--- src/rtl/wb_master_if_if.sv ---
// Signal bundle between the SPI command side, the Wishbone master and the
// Wishbone slave. The master modport is the bridge's view; the slave
// modport is the view of whatever surrounds it (command decoder + bus slave).
//
// Handshake rules:
//   Request: REQ_VALID/REQ_READY. A request transfers on a rising edge where
//   both are high; REQ_READY is high only while the master is idle.
//   Response: RSP_VALID is a single-cycle pulse with no backpressure. The
//   consumer must take RSP_DATA/RSP_ERR in that cycle.
//   Bus: classic Wishbone. CYC and STB are identical. ACK is only honoured
//   while a cycle is open.
interface wb_master_if_if;
  logic        REQ_VALID;
  logic        REQ_READY;
  logic        REQ_WE;
  logic [7:0]  REQ_ADDR;
  logic [31:0] REQ_DATA;
  logic        RSP_VALID;
  logic [31:0] RSP_DATA;
  logic        RSP_ERR;
  logic [7:0]  ERR_CNT;
  logic [7:0]  WB_ADR_O;
  logic [31:0] WB_DAT_O;
  logic [31:0] WB_DAT_I;
  logic        WB_WE_O;
  logic        WB_CYC_O;
  logic        WB_STB_O;
  logic        WB_ACK_I;

  modport master (
    input  REQ_VALID, REQ_WE, REQ_ADDR, REQ_DATA, WB_DAT_I, WB_ACK_I,
    output REQ_READY, RSP_VALID, RSP_DATA, RSP_ERR, ERR_CNT,
           WB_ADR_O, WB_DAT_O, WB_WE_O, WB_CYC_O, WB_STB_O
  );

  modport slave (
    output REQ_VALID, REQ_WE, REQ_ADDR, REQ_DATA, WB_DAT_I, WB_ACK_I,
    input  REQ_READY, RSP_VALID, RSP_DATA, RSP_ERR, ERR_CNT,
           WB_ADR_O, WB_DAT_O, WB_WE_O, WB_CYC_O, WB_STB_O
  );
endinterface

--- src/rtl/wb_master_if.sv ---
// Wishbone classic single-transfer master for the SPI-to-Wishbone bridge.
// Takes one local request at a time and runs one bus cycle for it. It then
// returns a one-cycle response. An ACK timeout aborts cycles to dead slaves,
// and a saturating counter tallies those aborts.
module wb_master_if #(
  parameter int TIMEOUT_CYCLES = 16
) (
  input  logic              WB_CLK_I,
  input  logic              WB_RST_I,
  wb_master_if_if.master    bus,
  output logic [1:0]        o_dbg_state
);

  localparam logic [1:0] IDLE = 2'd0;
  localparam logic [1:0] BUS  = 2'd1;
  localparam logic [1:0] DONE = 2'd2;

  // Counter value on the last bus-phase edge before the cycle is aborted.
  localparam logic [7:0] LAST_CNT = 8'(TIMEOUT_CYCLES - 1);

  logic [1:0]  r_state;
  logic [7:0]  r_cnt;
  logic [7:0]  r_adr;
  logic [31:0] r_dat;
  logic        r_we;
  logic        r_cyc;
  logic        r_rsp_valid;
  logic [31:0] r_rsp_data;
  logic        r_rsp_err;
  logic [7:0]  r_err_cnt;
  logic        w_req_ready;

  // Ready only in IDLE. It is held low while reset is asserted so that every
  // output reads zero during reset.
  assign w_req_ready = (r_state == IDLE) && !WB_RST_I;

  assign bus.REQ_READY = w_req_ready;
  assign bus.RSP_VALID = r_rsp_valid;
  assign bus.RSP_DATA  = r_rsp_data;
  assign bus.RSP_ERR   = r_rsp_err;
  assign bus.ERR_CNT   = r_err_cnt;
  assign bus.WB_ADR_O  = r_adr;
  assign bus.WB_DAT_O  = r_dat;
  assign bus.WB_WE_O   = r_we;
  assign bus.WB_CYC_O  = r_cyc;
  assign bus.WB_STB_O  = r_cyc;
  assign o_dbg_state   = r_state;

  // Transaction FSM: accept in IDLE, wait for ACK or timeout in BUS,
  // then spend one DONE cycle that ends the response pulse.
  always_ff @(posedge WB_CLK_I or posedge WB_RST_I) begin
    if (WB_RST_I) begin
      r_state     <= IDLE;
      r_cnt       <= '0;
      r_adr       <= '0;
      r_dat       <= '0;
      r_we        <= 1'b0;
      r_cyc       <= 1'b0;
      r_rsp_valid <= 1'b0;
      r_rsp_data  <= '0;
      r_rsp_err   <= 1'b0;
      r_err_cnt   <= '0;
    end else begin
      case (r_state)
        IDLE: begin
          if (bus.REQ_VALID) begin
            r_adr   <= bus.REQ_ADDR;
            r_dat   <= bus.REQ_DATA;
            r_we    <= bus.REQ_WE;
            r_cyc   <= 1'b1;
            r_cnt   <= '0;
            r_state <= BUS;
          end
        end
        BUS: begin
          // ACK is checked first, so a response on the expiry edge still counts.
          if (bus.WB_ACK_I) begin
            r_cyc       <= 1'b0;
            r_rsp_valid <= 1'b1;
            r_rsp_err   <= 1'b0;
            r_rsp_data  <= r_we ? 32'd0 : bus.WB_DAT_I;
            r_state     <= DONE;
          end else if (r_cnt == LAST_CNT) begin
            r_cyc       <= 1'b0;
            r_rsp_valid <= 1'b1;
            r_rsp_err   <= 1'b1;
            r_rsp_data  <= 32'd0;
            if (r_err_cnt != 8'hFF) begin
              r_err_cnt <= r_err_cnt + 8'd1;
            end
            r_state     <= DONE;
          end else begin
            r_cnt <= r_cnt + 8'd1;
          end
        end
        DONE: begin
          r_rsp_valid <= 1'b0;
          r_state     <= IDLE;
        end
        default: begin
          r_cyc       <= 1'b0;
          r_rsp_valid <= 1'b0;
          r_state     <= IDLE;
        end
      endcase
    end
  end

endmodule

--- src/flat_wrapper.sv ---
// flat-port wrapper written by rule: the top's interface ports become plain ports
module wb_master_if_flat 
#(
  parameter int TIMEOUT_CYCLES = 16
)
  (WB_CLK_I, WB_RST_I, o_dbg_state, bus_REQ_VALID, bus_REQ_WE, bus_REQ_ADDR, bus_REQ_DATA, bus_WB_DAT_I, bus_WB_ACK_I, bus_REQ_READY, bus_RSP_VALID, bus_RSP_DATA, bus_RSP_ERR, bus_ERR_CNT, bus_WB_ADR_O, bus_WB_DAT_O, bus_WB_WE_O, bus_WB_CYC_O, bus_WB_STB_O);
  wb_master_if_if bus_i ();
  input  logic WB_CLK_I;
  input  logic WB_RST_I;
  output logic [1:0] o_dbg_state;
  input wire logic [$bits(bus_i.REQ_VALID)-1:0] bus_REQ_VALID;
  input wire logic [$bits(bus_i.REQ_WE)-1:0] bus_REQ_WE;
  input wire logic [$bits(bus_i.REQ_ADDR)-1:0] bus_REQ_ADDR;
  input wire logic [$bits(bus_i.REQ_DATA)-1:0] bus_REQ_DATA;
  input wire logic [$bits(bus_i.WB_DAT_I)-1:0] bus_WB_DAT_I;
  input wire logic [$bits(bus_i.WB_ACK_I)-1:0] bus_WB_ACK_I;
  output wire logic [$bits(bus_i.REQ_READY)-1:0] bus_REQ_READY;
  output wire logic [$bits(bus_i.RSP_VALID)-1:0] bus_RSP_VALID;
  output wire logic [$bits(bus_i.RSP_DATA)-1:0] bus_RSP_DATA;
  output wire logic [$bits(bus_i.RSP_ERR)-1:0] bus_RSP_ERR;
  output wire logic [$bits(bus_i.ERR_CNT)-1:0] bus_ERR_CNT;
  output wire logic [$bits(bus_i.WB_ADR_O)-1:0] bus_WB_ADR_O;
  output wire logic [$bits(bus_i.WB_DAT_O)-1:0] bus_WB_DAT_O;
  output wire logic [$bits(bus_i.WB_WE_O)-1:0] bus_WB_WE_O;
  output wire logic [$bits(bus_i.WB_CYC_O)-1:0] bus_WB_CYC_O;
  output wire logic [$bits(bus_i.WB_STB_O)-1:0] bus_WB_STB_O;
  assign bus_i.REQ_VALID = bus_REQ_VALID;
  assign bus_i.REQ_WE = bus_REQ_WE;
  assign bus_i.REQ_ADDR = bus_REQ_ADDR;
  assign bus_i.REQ_DATA = bus_REQ_DATA;
  assign bus_i.WB_DAT_I = bus_WB_DAT_I;
  assign bus_i.WB_ACK_I = bus_WB_ACK_I;
  assign bus_REQ_READY = bus_i.REQ_READY;
  assign bus_RSP_VALID = bus_i.RSP_VALID;
  assign bus_RSP_DATA = bus_i.RSP_DATA;
  assign bus_RSP_ERR = bus_i.RSP_ERR;
  assign bus_ERR_CNT = bus_i.ERR_CNT;
  assign bus_WB_ADR_O = bus_i.WB_ADR_O;
  assign bus_WB_DAT_O = bus_i.WB_DAT_O;
  assign bus_WB_WE_O = bus_i.WB_WE_O;
  assign bus_WB_CYC_O = bus_i.WB_CYC_O;
  assign bus_WB_STB_O = bus_i.WB_STB_O;
  wb_master_if #(.TIMEOUT_CYCLES(TIMEOUT_CYCLES)) u_core (.WB_CLK_I(WB_CLK_I), .WB_RST_I(WB_RST_I), .bus(bus_i), .o_dbg_state(o_dbg_state));
endmodule
--- config.mk ---
export PLATFORM = sky130hd
export DESIGN_NAME = wb_master_if_flat
export DESIGN_NICKNAME = d
export VERILOG_FILES = /design/src/rtl/wb_master_if_if.sv /design/src/rtl/wb_master_if.sv /design/src/flat_wrapper.sv
export SDC_FILE = /design/constraint.sdc
export NUM_CORES = 1
export LEC_CHECK = 0
export BUFFER_PORTS_ARGS = -buffer_cell sky130_fd_sc_hd__buf_2
export CAP_MARGIN = 20
export CORE_ASPECT_RATIO = 0.8
export CORE_MARGIN = 2
export CORE_UTILIZATION = 35
export CTS_CLUSTER_DIAMETER = 40
export DETAILED_ROUTE_END_ITERATION = 6
export PLACE_DENSITY = 0.74
export SLEW_MARGIN = 20
export SYNTH_ARGS = -nofsm -noshare
export SYNTH_HDL_FRONTEND = slang
export SYNTH_SLANG_ARGS = --single-unit
--- constraint.sdc ---
create_clock -name WB_CLK_I -period 2.8 [get_ports WB_CLK_I]
set_clock_uncertainty 0.05 [all_clocks]
set_input_delay 0.28 -clock WB_CLK_I [delete_from_list [all_inputs] [get_ports WB_CLK_I]]
set_output_delay 0.28 -clock WB_CLK_I [all_outputs]
set_load 0.02 [all_outputs]
==> summary.md, run 1 <==
| Metric | Value |
|---|---|
| Vias in the first global route | `2931` |
| Number of warnings issued by yosys | `0` |
| Class of the most critical hold timing path | `primary input to async pin` |
| Transition at the pin with the smallest max-transition slack | `0.6661 ns` |
| Max Root-Sink Buffers | `2` |
| Total of buffers placed on input and output ports | `164` |
| Peak clock frequency supported by timing | `between 0.4 and 0.5 GHz` |
| Clock tree from TritonCTS | `done` |
| Cell with the largest stage delay on the worst path | `or4_4` |
| Static leakage power | `around 0.0028 µW` |
| Endpoint required time on the critical path | `2.97 ns` |
| Global route overflow | `0` |
| Total number of H-tree levels | `3` |
| Critical path endpoint category | `register` |
| Max rail drop VDD | `0.5193 mV` |
| Clock insertion delay at the later pin of the skew report | `0.33 ns` |
| Die Span X | `between 100 and 150 µm` |
| Post CTS Setup Buffer Count | `0` |
| Final sum of negative setup slack | `0 ns` |
| Final hold violation count | `0` |
| Most frequent cell after synthesis | `nand2_1` |
| Async set or reset register ratio after synthesis | `100.0%` |
| Launching element of the worst setup path | `u_core.r_cnt[4]` |
| Final antenna diode count | `0` |
| Post-Syn Area per Cell | `10.45 µm²` |
| Detailed Route Iter0 Violations | `~150` |
| Growth of design area from synthesis to finish | `35.33%` |
| Number of resized instances in the post-cts repair step | `0` |
| Sequential share of the synthesized area | `63.75%` |
| Worst hold slack after final layout | `0.009907 ns` |
| Top cell family by delay on the critical path | `simple AND/OR/NAND/NOR gates` |
| Maximum fanout count along the critical path | `6` |
| Dominant cells by area after synthesis | `dfrtp_1, nand2_1, a22o_1` |
| DRC | `0` |
| Detailed-route via count | `3079` |
| Number of buffer and inverter instances along the worst setup path | `0` |
| Result of the run | `completed` |
| Core Box Area | `approximately 10000 µm²` |
| Count of flip-flops with a built-in enable after synthesis | `0` |
| Full die area | `between 10000 and 15000 µm²` |
| Final setup violating endpoints | `0` |
| Top_reg_cell synth | `dfrtp_1` |
| Routability congestion estimate | `0.8301` |
| Most used standard cells in the synthesized netlist | `nand2_1, dfrtp_1, a22o_1, clkbuf_1, nor2_1` |
| Cell depth of the worst flop-to-flop path | `4` |
| Die boundary height | `95.84 µm` |
| Final cell count without fillers | `660` |
| Detailed-route wire length per cell | `between 10 and 15 µm` |
| Number of buffers created by CTS | `9` |
| Reg clk slew, reported paths | `approximately 0.070 ns` |
| Yosys top cell area share | `63.75%` |
| Critical Path Source Type | `register` |
| First-pass GRT wire length | `between 10 and 15 mm` |
| Std cell rows | `33` |
| WL final | `9.191 mm` |
| Synth Net Count | `432` |
| Minimum clock period after layout | `2.303 ns` |
| # IOs | `165` |
| Number of instances in the synthesized netlist | `353` |
| Layout cell share with drive strength beyond 1 | `37.12%` |
| Global Route Usage Sum | `between 10% and 20%` |
| Count of pins over their slew limit | `0` |
| Post-synthesis sequential element count | `94` |
| Total instance count after detailed placement | `between 600 and 700` |
| Largest net degree at the start of global routing | `56` |
| Starting density of the core | `36.03%` |
| Setup repair after global routing missed its margin | `false` |
| Clock root buffer | `clkbuf_16` |
| Pwr per Cell Area | `1085 nW/µm²` |
| Net count reported at finish | `594` |
| Remaining max-slew budget at the tightest pin | `55.59%` |
| DR pass1 iterations | `6` |
| Fill cells | `979` |
| Hold_buf cts | `0` |
| Ordered list of cells on the worst path | `or4_4, or4_1, nor2_1, mux2_2` |
| Number of maximum-capacitance violations | `0` |
| Longest individual stage delay on the worst path | `0.56 ns` |
| Number of nets with antenna violations after detailed routing | `0` |
| Endpoint of the worst-slack reg-to-reg timing path | `u_core.bus.ERR_CNT[1]` |
| Register-to-Register Setup Slack | `slightly below 0.5 ns` |
| Mean number of vias per cell | `between 4 and 5` |
| Initial antenna violation count | `0` |
| Clk sink count | `94` |
| Crit Reg-Reg Startpoint | `u_core.r_cnt[4]` |
| Final period util | `between 80% and 90%` |
| Synth unique cells | `34` |
| Half-perimeter wire length after detailed placement | `6.593 mm` |
| Crit path arrival time | `roughly 2.5 ns` |
| Leading area contributor after synthesis | `dfrtp_1` |
| Post-Syn Area | `roughly 3700 µm²` |
| Critical setup path kind | `register to register` |
[sequential cells by signal, indices dropped and copies added (netlist names)]
name                  flops
u_core.bus.ERR_CNT        8
u_core.bus.RSP_DATA      32
u_core.bus.RSP_ERR        1
u_core.bus.RSP_VALID      1
u_core.bus.WB_ADR_O       8
u_core.bus.WB_CYC_O       1
u_core.bus.WB_DAT_O      32
u_core.bus.WB_WE_O        1
u_core.o_dbg_state        2
u_core.r_cnt              8
[final cells by class]
class	instances	area [µm²]	area share [%]
sequential	94	2352	47.11
timing repair buffer	170	878.3	17.59
multi-input combinational	235	1249	25.01
clock buffer	11	252.7	5.061
clock inverter	5	65.06	1.303
inverter	5	21.27	0.4260
tap	140	175.2	3.508
[through the flow]
| stage | utilization (%) | power [µW] | setup slack (ns) | instance area, µm² |
|---|---|---|---|---|
| 6_report | 48.77 | 5416 | 0.4967 | 4994 |
| 3_3_place_gp | 45.66 | 4126 | 0.5452 | 4676 |
| 2_1_floorplan | - | 3411 | 0.02133 | 3690 |
| 4_1_cts | 48.77 | 5481 | 0.5013 | 4994 |
| 3_5_place_dp | 45.66 | 4187 | 0.5040 | 4676 |
| 5_1_grt | 48.77 | 5741 | 0.3844 | 4994 |
[logic make-up (layout without fill, tap and decap cells)]
logic type      Yosys count  count (layout)  synth area share, %
compound gates           51              51                10.75
xor+xnor                  5               5                1.187
fa+ha+maj                 2               2               0.6781
buf+inv                  24             191                2.577
flops                    94              94                63.75
mux                       5               5                1.424
simple gates            172             172                19.63
[worst max-delay path by stage]
stage | cells after the start | endpoint
final | 4 | u_core.bus.ERR_CNT[1]
after global routing | 4 | u_core.bus.ERR_CNT[6]
after CTS | 4 | u_core.bus.ERR_CNT[6]
after detailed placement | 4 | u_core.bus.ERR_CNT[6]
after global placement | 4 | u_core.bus.ERR_CNT[1]
after floorplan | 1 | u_core.bus.ERR_CNT[0]
[per-layer routing]
layer,track usage [%],share of wire [%],up-vias
li1,-,-,1499
met1,21.16,45,1481
met2,26.29,49,93
met3,4.206,5.0,6
met4,4.464,0.83,0
met5,0,0,-
[placed cells by master, fill, tap and decap left out, types with 2 or more instances in the layout]
master     netlist  layout
buf_2            0     164
nand2_1        134     134
dfrtp_1         94      94
a22o_1          32      32
clkbuf_16        0       9
nor2_1           9       8
nand3_1          7       7
nor3_1           5       5
o21ai_0          5       5
xor2_1           5       5
buf_4            1       5
a21oi_1          4       4
inv_1            5       4
mux2i_1          3       3
a21o_1           3       3
nor4_1           3       3
nor3b_1          2       2
and3_1           2       2
and2_1           2       2
mux2_2           2       2
a31oi_1          2       2
ha_1             2       2
clkinv_4         0       2
clkbuf_8         0       2
inv_6            0       2
[where the power goes]
group	internal [µW]	switching, µW	leakage (µW)	total [µW]
logic	713	1280	0.00143	1990
registers	1860	295	0.00119	2160
clock network	751	518	0.000157	1270
No activity file was read; power rests on OpenSTA's default activity.
==> inputs of run 2 (changes only) <==
==> constraint.sdc (replaced) <==
create_clock -name WB_CLK_I -period 2 [get_ports WB_CLK_I]
set_clock_uncertainty 0.05 [all_clocks]
set_input_delay 0.2 -clock WB_CLK_I [delete_from_list [all_inputs] [get_ports WB_CLK_I]]
set_output_delay 0.2 -clock WB_CLK_I [all_outputs]
set_load 0.02 [all_outputs]
==> run 2 against run 1 <==
  * The flow now finishes with violations (setup timing)
  * Critical path type unchanged
  * Largest cell class unchanged
  * Worst setup slack got worse by 0.59 ns
  * Fmax increased by 9.8%
  * Sequential share of layout area decreased by 2.0 points
  * Sequential power increased by 39%
  * Non-clock buffer count increased by 19
  * Highest routed layer unchanged
  * Via count increased by 2.2%
==> summary.md, run 2 (synthesis results as in run 1) <==
| Metric | Value |
|---|---|
| Global route overflow | `0 (unchanged)` |
| Endpoint required time on the critical path | `2.17 ns (was 2.97 ns)` |
| Critical setup path kind | `register to register (unchanged)` |
| Half-perimeter wire length after detailed placement | `6.807 mm (was 6.593 mm)` |
| WL final | `9.471 mm (was 9.191 mm)` |
| Area of all placed cells without fillers | `5221 µm² (was 4994 µm²)` |
| Critical path endpoint category | `register (unchanged)` |
| Crit path arrival time | `2.27 ns (was 2.48 ns)` |
| DP Area | `4848 µm² (was 4676 µm²)` |
| Layout cell share with drive strength beyond 1 | `39.89% (was 37.12%)` |
| Worst hold slack after final layout | `0.005540 ns (was 0.009907 ns)` |
| DR pass1 iterations | `4 (was 6)` |
| Minimum clock period after layout | `2.097 ns (was 2.303 ns)` |
| # IOs | `165 (unchanged)` |
| Transition at the pin with the smallest max-transition slack | `0.7602 ns (was 0.6661 ns)` |
| Ordered list of cells on the worst path | `or4_4, or4_4, nor3_4, mux2_4 (was or4_4, or4_1, nor2_1, mux2_2)` |
| Detailed Route Iter0 Violations | `92 (was 154)` |
| Detailed-route wire length per cell | `13.95 µm (was 13.93 µm)` |
| Pwr per Cell Area | `1468 nW/µm² (was 1085 nW/µm²)` |
| Peak clock frequency supported by timing | `0.4769 GHz (was 0.4342 GHz)` |
| Core Box Area | `10240 µm² (unchanged)` |
| Clock insertion delay at the later pin of the skew report | `0.33 ns (about the same)` |
| Final sum of negative setup slack | `-0.3069 ns (was 0 ns)` |
| Static leakage power | `0.002907 µW (was 0.002783 µW)` |
| First-pass GRT wire length | `15.16 mm (was 14.44 mm)` |
| Full die area | `11380 µm² (unchanged)` |
| Most used cell, CP | `or4_4` |
| Largest net degree at the start of global routing | `45 (was 56)` |
| Initial antenna violation count | `0 (unchanged)` |
| Cell with the largest stage delay on the worst path | `or4_4 (unchanged)` |
| Longest individual stage delay on the worst path | `0.54 ns (was 0.56 ns)` |
| Die Span X | `118.8 µm (unchanged)` |
| Clock root buffer | `clkbuf_16 (unchanged)` |
| Vias in the first global route | `3123 (was 2931)` |
| Mean number of vias per cell | `4.635 (was 4.665)` |
| Detailed-route via count | `3147 (was 3079)` |
| Top cell family by delay on the critical path | `simple AND/OR/NAND/NOR gates (unchanged)` |
| Total number of H-tree levels | `3 (unchanged)` |
| Maximum fanout count along the critical path | `6 (unchanged)` |
| Std cell rows | `33 (unchanged)` |
| Class of the most critical hold timing path | `primary input to register (was primary input to async pin)` |
| DRC | `0 (unchanged)` |
| Remaining max-slew budget at the tightest pin | `49.21% (was 55.59%)` |
| Growth of design area from synthesis to finish | `41.51% (was 35.33%)` |
| Routability congestion estimate | `0.8024 (was 0.8301)` |
| Starting density of the core | `36.03% (unchanged)` |
| Final cell count without fillers | `679 (was 660)` |
| Count of pins over their slew limit | `0 (unchanged)` |
| Max Root-Sink Buffers | `2 (unchanged)` |
| Max rail drop VDD | `0.6908 mV (was 0.5193 mV)` |
| Die boundary height | `95.84 µm (unchanged)` |
| Post CTS Setup Buffer Count | `0 (unchanged)` |
| Reg clk slew, reported paths | `0.07 ns (about the same)` |
| Global Route Usage Sum | `16.68% (was 16.00%)` |
| Commonest non-fill, non-tap cell in the layout | `buf_2 (unchanged)` |
| Clk sink count | `94 (unchanged)` |
| Setup repair after global routing missed its margin | `true (was false)` |
| Power Total | `7665 µW (was 5416 µW)` |
| Number of maximum-capacitance violations | `0 (unchanged)` |
| Final period util | `104.8% (was 82.26%)` |
| Critical Path Source Type | `register (unchanged)` |
| Failing checks | `setup timing` |
| Final hold violation count | `0 (unchanged)` |
| Result of the run | `finished, violations left (was completed)` |
| Final antenna diode count | `0 (unchanged)` |
| Total of buffers placed on input and output ports | `164 (unchanged)` |
| Clock tree from TritonCTS | `done (unchanged)` |
| Final setup violating endpoints | `4 (was 0)` |
| Commonest cells after routing, fill and taps aside | `buf_2, nand2_1, dfrtp_1 (unchanged)` |
| Net count reported at finish | `613 (was 594)` |
| Number of buffer and inverter instances along the worst setup path | `0 (unchanged)` |
| Minimum setup slack in the final design | `-0.09694 ns (was 0.4967 ns)` |
| Total instance count after detailed placement | `660 (was 644)` |
| Number of nets with antenna violations after detailed routing | `0 (unchanged)` |
| Number of buffers created by CTS | `9 (unchanged)` |
-- run 2: cell types whose count changed in the layout (fill, tap and decap cells not counted), moves of 2 or more --
cell           before  now
buf_4               5   18
buf_12              1    4
dfrtp_1            94   92
dlygate4sd3_1       0    3
dfrtp_2             0    2
-- run 2: path summary, 6_finish.rpt --
check	slack, ns	to	cells past startpoint	start
worst max-delay path	-0.1	u_core.bus.ERR_CNT[6]	4	u_core.r_cnt[4]
worst min-delay path	0.006	u_core.bus.WB_DAT_O[23]	3	bus_REQ_DATA[23]
worst max register to register	-0.1	u_core.bus.ERR_CNT[6]	4	u_core.r_cnt[4]
worst min register to register	0.42	u_core.bus.WB_DAT_O[13]	2	u_core.bus.WB_DAT_O[13]
max in group asynchronous	0.77	u_core.bus.RSP_DATA[10]	4	WB_RST_I
min in group asynchronous	0.51	u_core.bus.WB_DAT_O[27]	3	WB_RST_I
-- run 2: tightest hold or removal path, stage by stage --
cell and delay [ns]:
buf_2 0.07, nand2_1 0.04, nand2_1 0.05
-- run 2: routing by layer --
metal,global-route usage (%),up-vias,routed length (µm)
li1,-,1546,-
met1,21.01,1510,4066
met2,29.50,87,4888
met3,3.910,4,446
met4,3.869,0,69
met5,0,-,0
-- run 2: report_power, final --
| group | internal (µW) | switching (µW) | total [µW] |
|---|---|---|---|
| combinational | 1070 | 1820 | 2890 |
| clock | 1050 | 722 | 1770 |
| sequential | 2610 | 395 | 3000 |
| total | 4730 | 2940 | 7670 |
-- run 2: cell type report --
type / instances / area (µm²)
Multi-Input combinational cell: 235 / 1285
Timing Repair Buffer: 189 / 1066
Clock inverter: 5 / 65.06
Inverter: 5 / 22.52
Clock buffer: 11 / 252.7
Fill cell: 969 / 5019
Sequential cell: 94 / 2355
Tap cell: 140 / 175.2
-- run 2: stage by stage --
stage | setup slack [ns] | util [%]
after floorplan | -0.1731 | -
after global placement | -0.1449 | 47.35
after detailed placement | -0.1931 | 47.35
after CTS | -0.07820 | 50.84
after global routing | -0.1453 | 50.99
final | -0.09694 | 50.99
-- run 2: repair_timing --
action,CTS,global route
pin swaps,0,1
endpoints found under the setup margin,8,8
gates resized for setup,2,2
hold buffers,3,0
cloned,0,0
hold endpoints to repair,33,0
==> inputs of run 3 (changes only) <==
--- a/config.mk
+++ b/config.mk
@@ -13,6 +13,7 @@
 export CTS_CLUSTER_DIAMETER = 40
 export DETAILED_ROUTE_END_ITERATION = 6
 export PLACE_DENSITY = 0.74
+export REMOVE_ABC_BUFFERS = 1
 export SLEW_MARGIN = 20
 export SYNTH_ARGS = -nofsm -noshare
 export SYNTH_HDL_FRONTEND = slang
==> run 3 against run 2 <==
  * The run still ends with setup timing left
  * Critical path depth increased by 1
  * Clock power decreased by 9%
  * Register-to-register slack got worse by 0.02 ns
  * Die area unchanged
  * Sequential share of layout area about the same
  * Wire length decreased by 4.8%
  * Combinational power about the same
  * First-iteration DRC count increased by 58%
==> summary.md, run 3 (synthesis results as in run 1) <==
| Metric | Value |
|---|---|
| Post-placement setup slack | `-0.2770 ns (was -0.1931 ns)` |
| Total instance count after detailed placement | `661 (was 660)` |
| Final period util | `105.8% (was 104.8%)` |
| DRC | `0 (unchanged)` |
| Crit path arrival time | `2.31 ns (was 2.27 ns)` |
| Clock insertion delay at the later pin of the skew report | `0.33 ns (about the same)` |
| Power spent charging and discharging nets | `2868 µW (was 2937 µW)` |
| Mean number of vias per cell | `4.708 (was 4.635)` |
| First-pass GRT wire length | `13.86 mm (was 15.16 mm)` |
| Clk sink count | `94 (unchanged)` |
| Largest net degree at the start of global routing | `61 (was 45)` |
| Clock root buffer | `clkbuf_16 (unchanged)` |
| Cell internal power dissipation | `4585 µW (was 4729 µW)` |
| Core Box Area | `10240 µm² (unchanged)` |
| Minimum clock period after layout | `2.116 ns (was 2.097 ns)` |
| Routability congestion estimate | `0.8286 (was 0.8024)` |
| Commonest cells after routing, fill and taps aside | `buf_2, nand2_1, dfrtp_1 (unchanged)` |
| Class of the most critical hold timing path | `primary input to register (unchanged)` |
| Final antenna diode count | `0 (unchanged)` |
| Detailed-route wire length per cell | `13.24 µm (was 13.95 µm)` |
| Growth of design area from synthesis to finish | `41.23% (was 41.51%)` |
| Combinational fraction of design power | `38.3% (was 37.7%)` |
| Final setup violating endpoints | `8 (was 4)` |
| Failing checks | `setup timing (unchanged)` |
| Reg clk slew, reported paths | `0.07 ns (about the same)` |
| Remaining max-slew budget at the tightest pin | `50.14% (was 49.21%)` |
| Power Total | `7453 µW (was 7665 µW)` |
| Switching part of the total power | `38.48% (was 38.31%)` |
| Number of buffers created by CTS | `9 (unchanged)` |
| Global route overflow | `0 (unchanged)` |
| WL final | `9.019 mm (was 9.471 mm)` |
| Global Route Usage Sum | `15.39% (was 16.68%)` |
| Power share of the clock group | `21.5% (was 23.1%)` |
| Fill cells | `949 (was 969)` |
| Clock tree from TritonCTS | `done (unchanged)` |
| Seq pwr share | `40.1% (was 39.2%)` |
| Number of nets with antenna violations after detailed routing | `0 (unchanged)` |
| Number of cells on the worst hold path | `3 (unchanged)` |
| Full die area | `11380 µm² (unchanged)` |
| Final cell count without fillers | `681 (was 679)` |
| Starting density of the core | `36.03% (unchanged)` |
| Peak clock frequency supported by timing | `0.4725 GHz (was 0.4769 GHz)` |
| Number of maximum-capacitance violations | `0 (unchanged)` |
| DR pass1 iterations | `4 (unchanged)` |
| Static leakage power | `0.002880 µW (was 0.002907 µW)` |
| Critical setup path kind | `register to register (unchanged)` |
| Layout cell share with drive strength beyond 1 | `39.74% (was 39.89%)` |
| Total of buffers placed on input and output ports | `164 (unchanged)` |
| Detailed-route via count | `3206 (was 3147)` |
| Critical path endpoint category | `register (unchanged)` |
| Count of pins over their slew limit | `0 (unchanged)` |
| Worst hold slack after final layout | `0.007352 ns (was 0.005540 ns)` |
| Max rail drop VDD | `0.8604 mV (was 0.6908 mV)` |
| Minimum setup slack in the final design | `-0.1164 ns (was -0.09694 ns)` |
| Transition at the pin with the smallest max-transition slack | `0.7451 ns (was 0.7602 ns)` |
| Final hold violation count | `0 (unchanged)` |
| Setup repair after global routing missed its margin | `true (unchanged)` |
| Cell depth of the worst flop-to-flop path | `5 (was 4)` |
| Die boundary height | `95.84 µm (unchanged)` |
| # IOs | `165 (unchanged)` |
| Endpoint required time on the critical path | `2.20 ns (was 2.17 ns)` |
| Max Root-Sink Buffers | `2 (unchanged)` |
| Net count reported at finish | `615 (was 613)` |
| Std cell rows | `33 (unchanged)` |
| Initial antenna violation count | `0 (unchanged)` |
| Critical Path Source Type | `register (unchanged)` |
| Commonest non-fill, non-tap cell in the layout | `buf_2 (unchanged)` |
| Detailed Route Iter0 Violations | `145 (was 92)` |
| Maximum fanout count along the critical path | `4 (was 6)` |
| Total number of H-tree levels | `3 (unchanged)` |
| Pwr per Cell Area | `1430 nW/µm² (was 1468 nW/µm²)` |
| Result of the run | `finished, violations left (unchanged)` |
| Die Span X | `118.8 µm (unchanged)` |
| Half-perimeter wire length after detailed placement | `6.425 mm (was 6.807 mm)` |
| Vias in the first global route | `2860 (was 3123)` |
==> run 3: cell count changes in the layout (fill, tap and decap cells not counted), moves of 2 or more <==
| cell | before | now |
|---|---|---|
| inv_6 | 2 | 0 |
| dfrtp_2 | 2 | 0 |
| dfrtp_1 | 92 | 94 |
| buf_4 | 18 | 20 |
| clkinvlp_4 | 1 | 3 |
==> run 3: routing by layer <==
metal	vias up	wire length (µm)	share of wire, %	global-route usage (%)
li1	1550	-	-	-
met1	1486	4163	46	20.80
met2	160	3990	44	23.80
met3	10	760	8.4	4.680
met4	0	104	1.2	5.159
met5	-	0	0	0
==> run 3: worst max-delay path, stage by stage (launching register included) <==
cell and delay, ns:
dfrtp_1 0.38, or4_4 0.53, or4_4 0.47, buf_6 0.16
nor4_4 0.25, xor2_1 0.19
==> run 3: power groups by stage <==
stage | clock [µW] | combinational, µW | sequential (µW)
final | 1610 | 2860 | 2990
after global placement | 0 | 2840 | 3000
after CTS | 1670 | 2900 | 2990
after global routing | 1730 | 3090 | 3090
after floorplan | 0 | 836 | 3890
after detailed placement | 0 | 2900 | 3010
==> run 3: path summary, 6_finish.rpt <==
kind / start / endpoint / slack (ns)
worst max-delay path: u_core.r_cnt[4] / u_core.bus.ERR_CNT[7] / -0.12
worst min register to register: u_core.bus.WB_DAT_O[4] / u_core.bus.WB_DAT_O[4] / 0.42
min in group asynchronous: WB_RST_I / u_core.bus.WB_CYC_O / 0.43
worst min-delay path: bus_REQ_DATA[29] / u_core.bus.WB_DAT_O[29] / 0.007
worst max register to register: u_core.r_cnt[4] / u_core.bus.ERR_CNT[7] / -0.12
max in group asynchronous: WB_RST_I / u_core.bus.RSP_DATA[9] / 1.11
==> run 3: cell type report <==
class	count	area (µm²)	share of cell area, %
well taps	140	175.2	3.361
clock inverters	4	31.28	0.6002
repair buffers	191	1072	20.58
multi-input cells	235	1303	24.99
inverters	5	21.27	0.4082
clock buffers	12	256.5	4.922
flip-flops and latches	94	2352	45.14
==> run 3: through the flow <==
| step | area [µm²] | setup TNS [ns] | utilization (%) |
|---|---|---|---|
| final | 5211 | -0.5593 | 50.89 |
| after CTS | 5192 | -0.4621 | 50.71 |
| after floorplan | 3613 | -79.35 | - |
| after global placement | 4828 | -0.5568 | 47.15 |
| after detailed placement | 4828 | -0.8862 | 47.15 |
| after global routing | 5211 | -0.8967 | 50.89 |
==> run 3: what timing repair did <==
item                                    CTS  global route
endpoints found under the setup margin    6             6
resized for setup                         8             3
hold endpoints to repair                 96             0
pin swaps                                 0             2
cloned                                    0             0
setup buffers                             0             1
hold buffers                              3             0
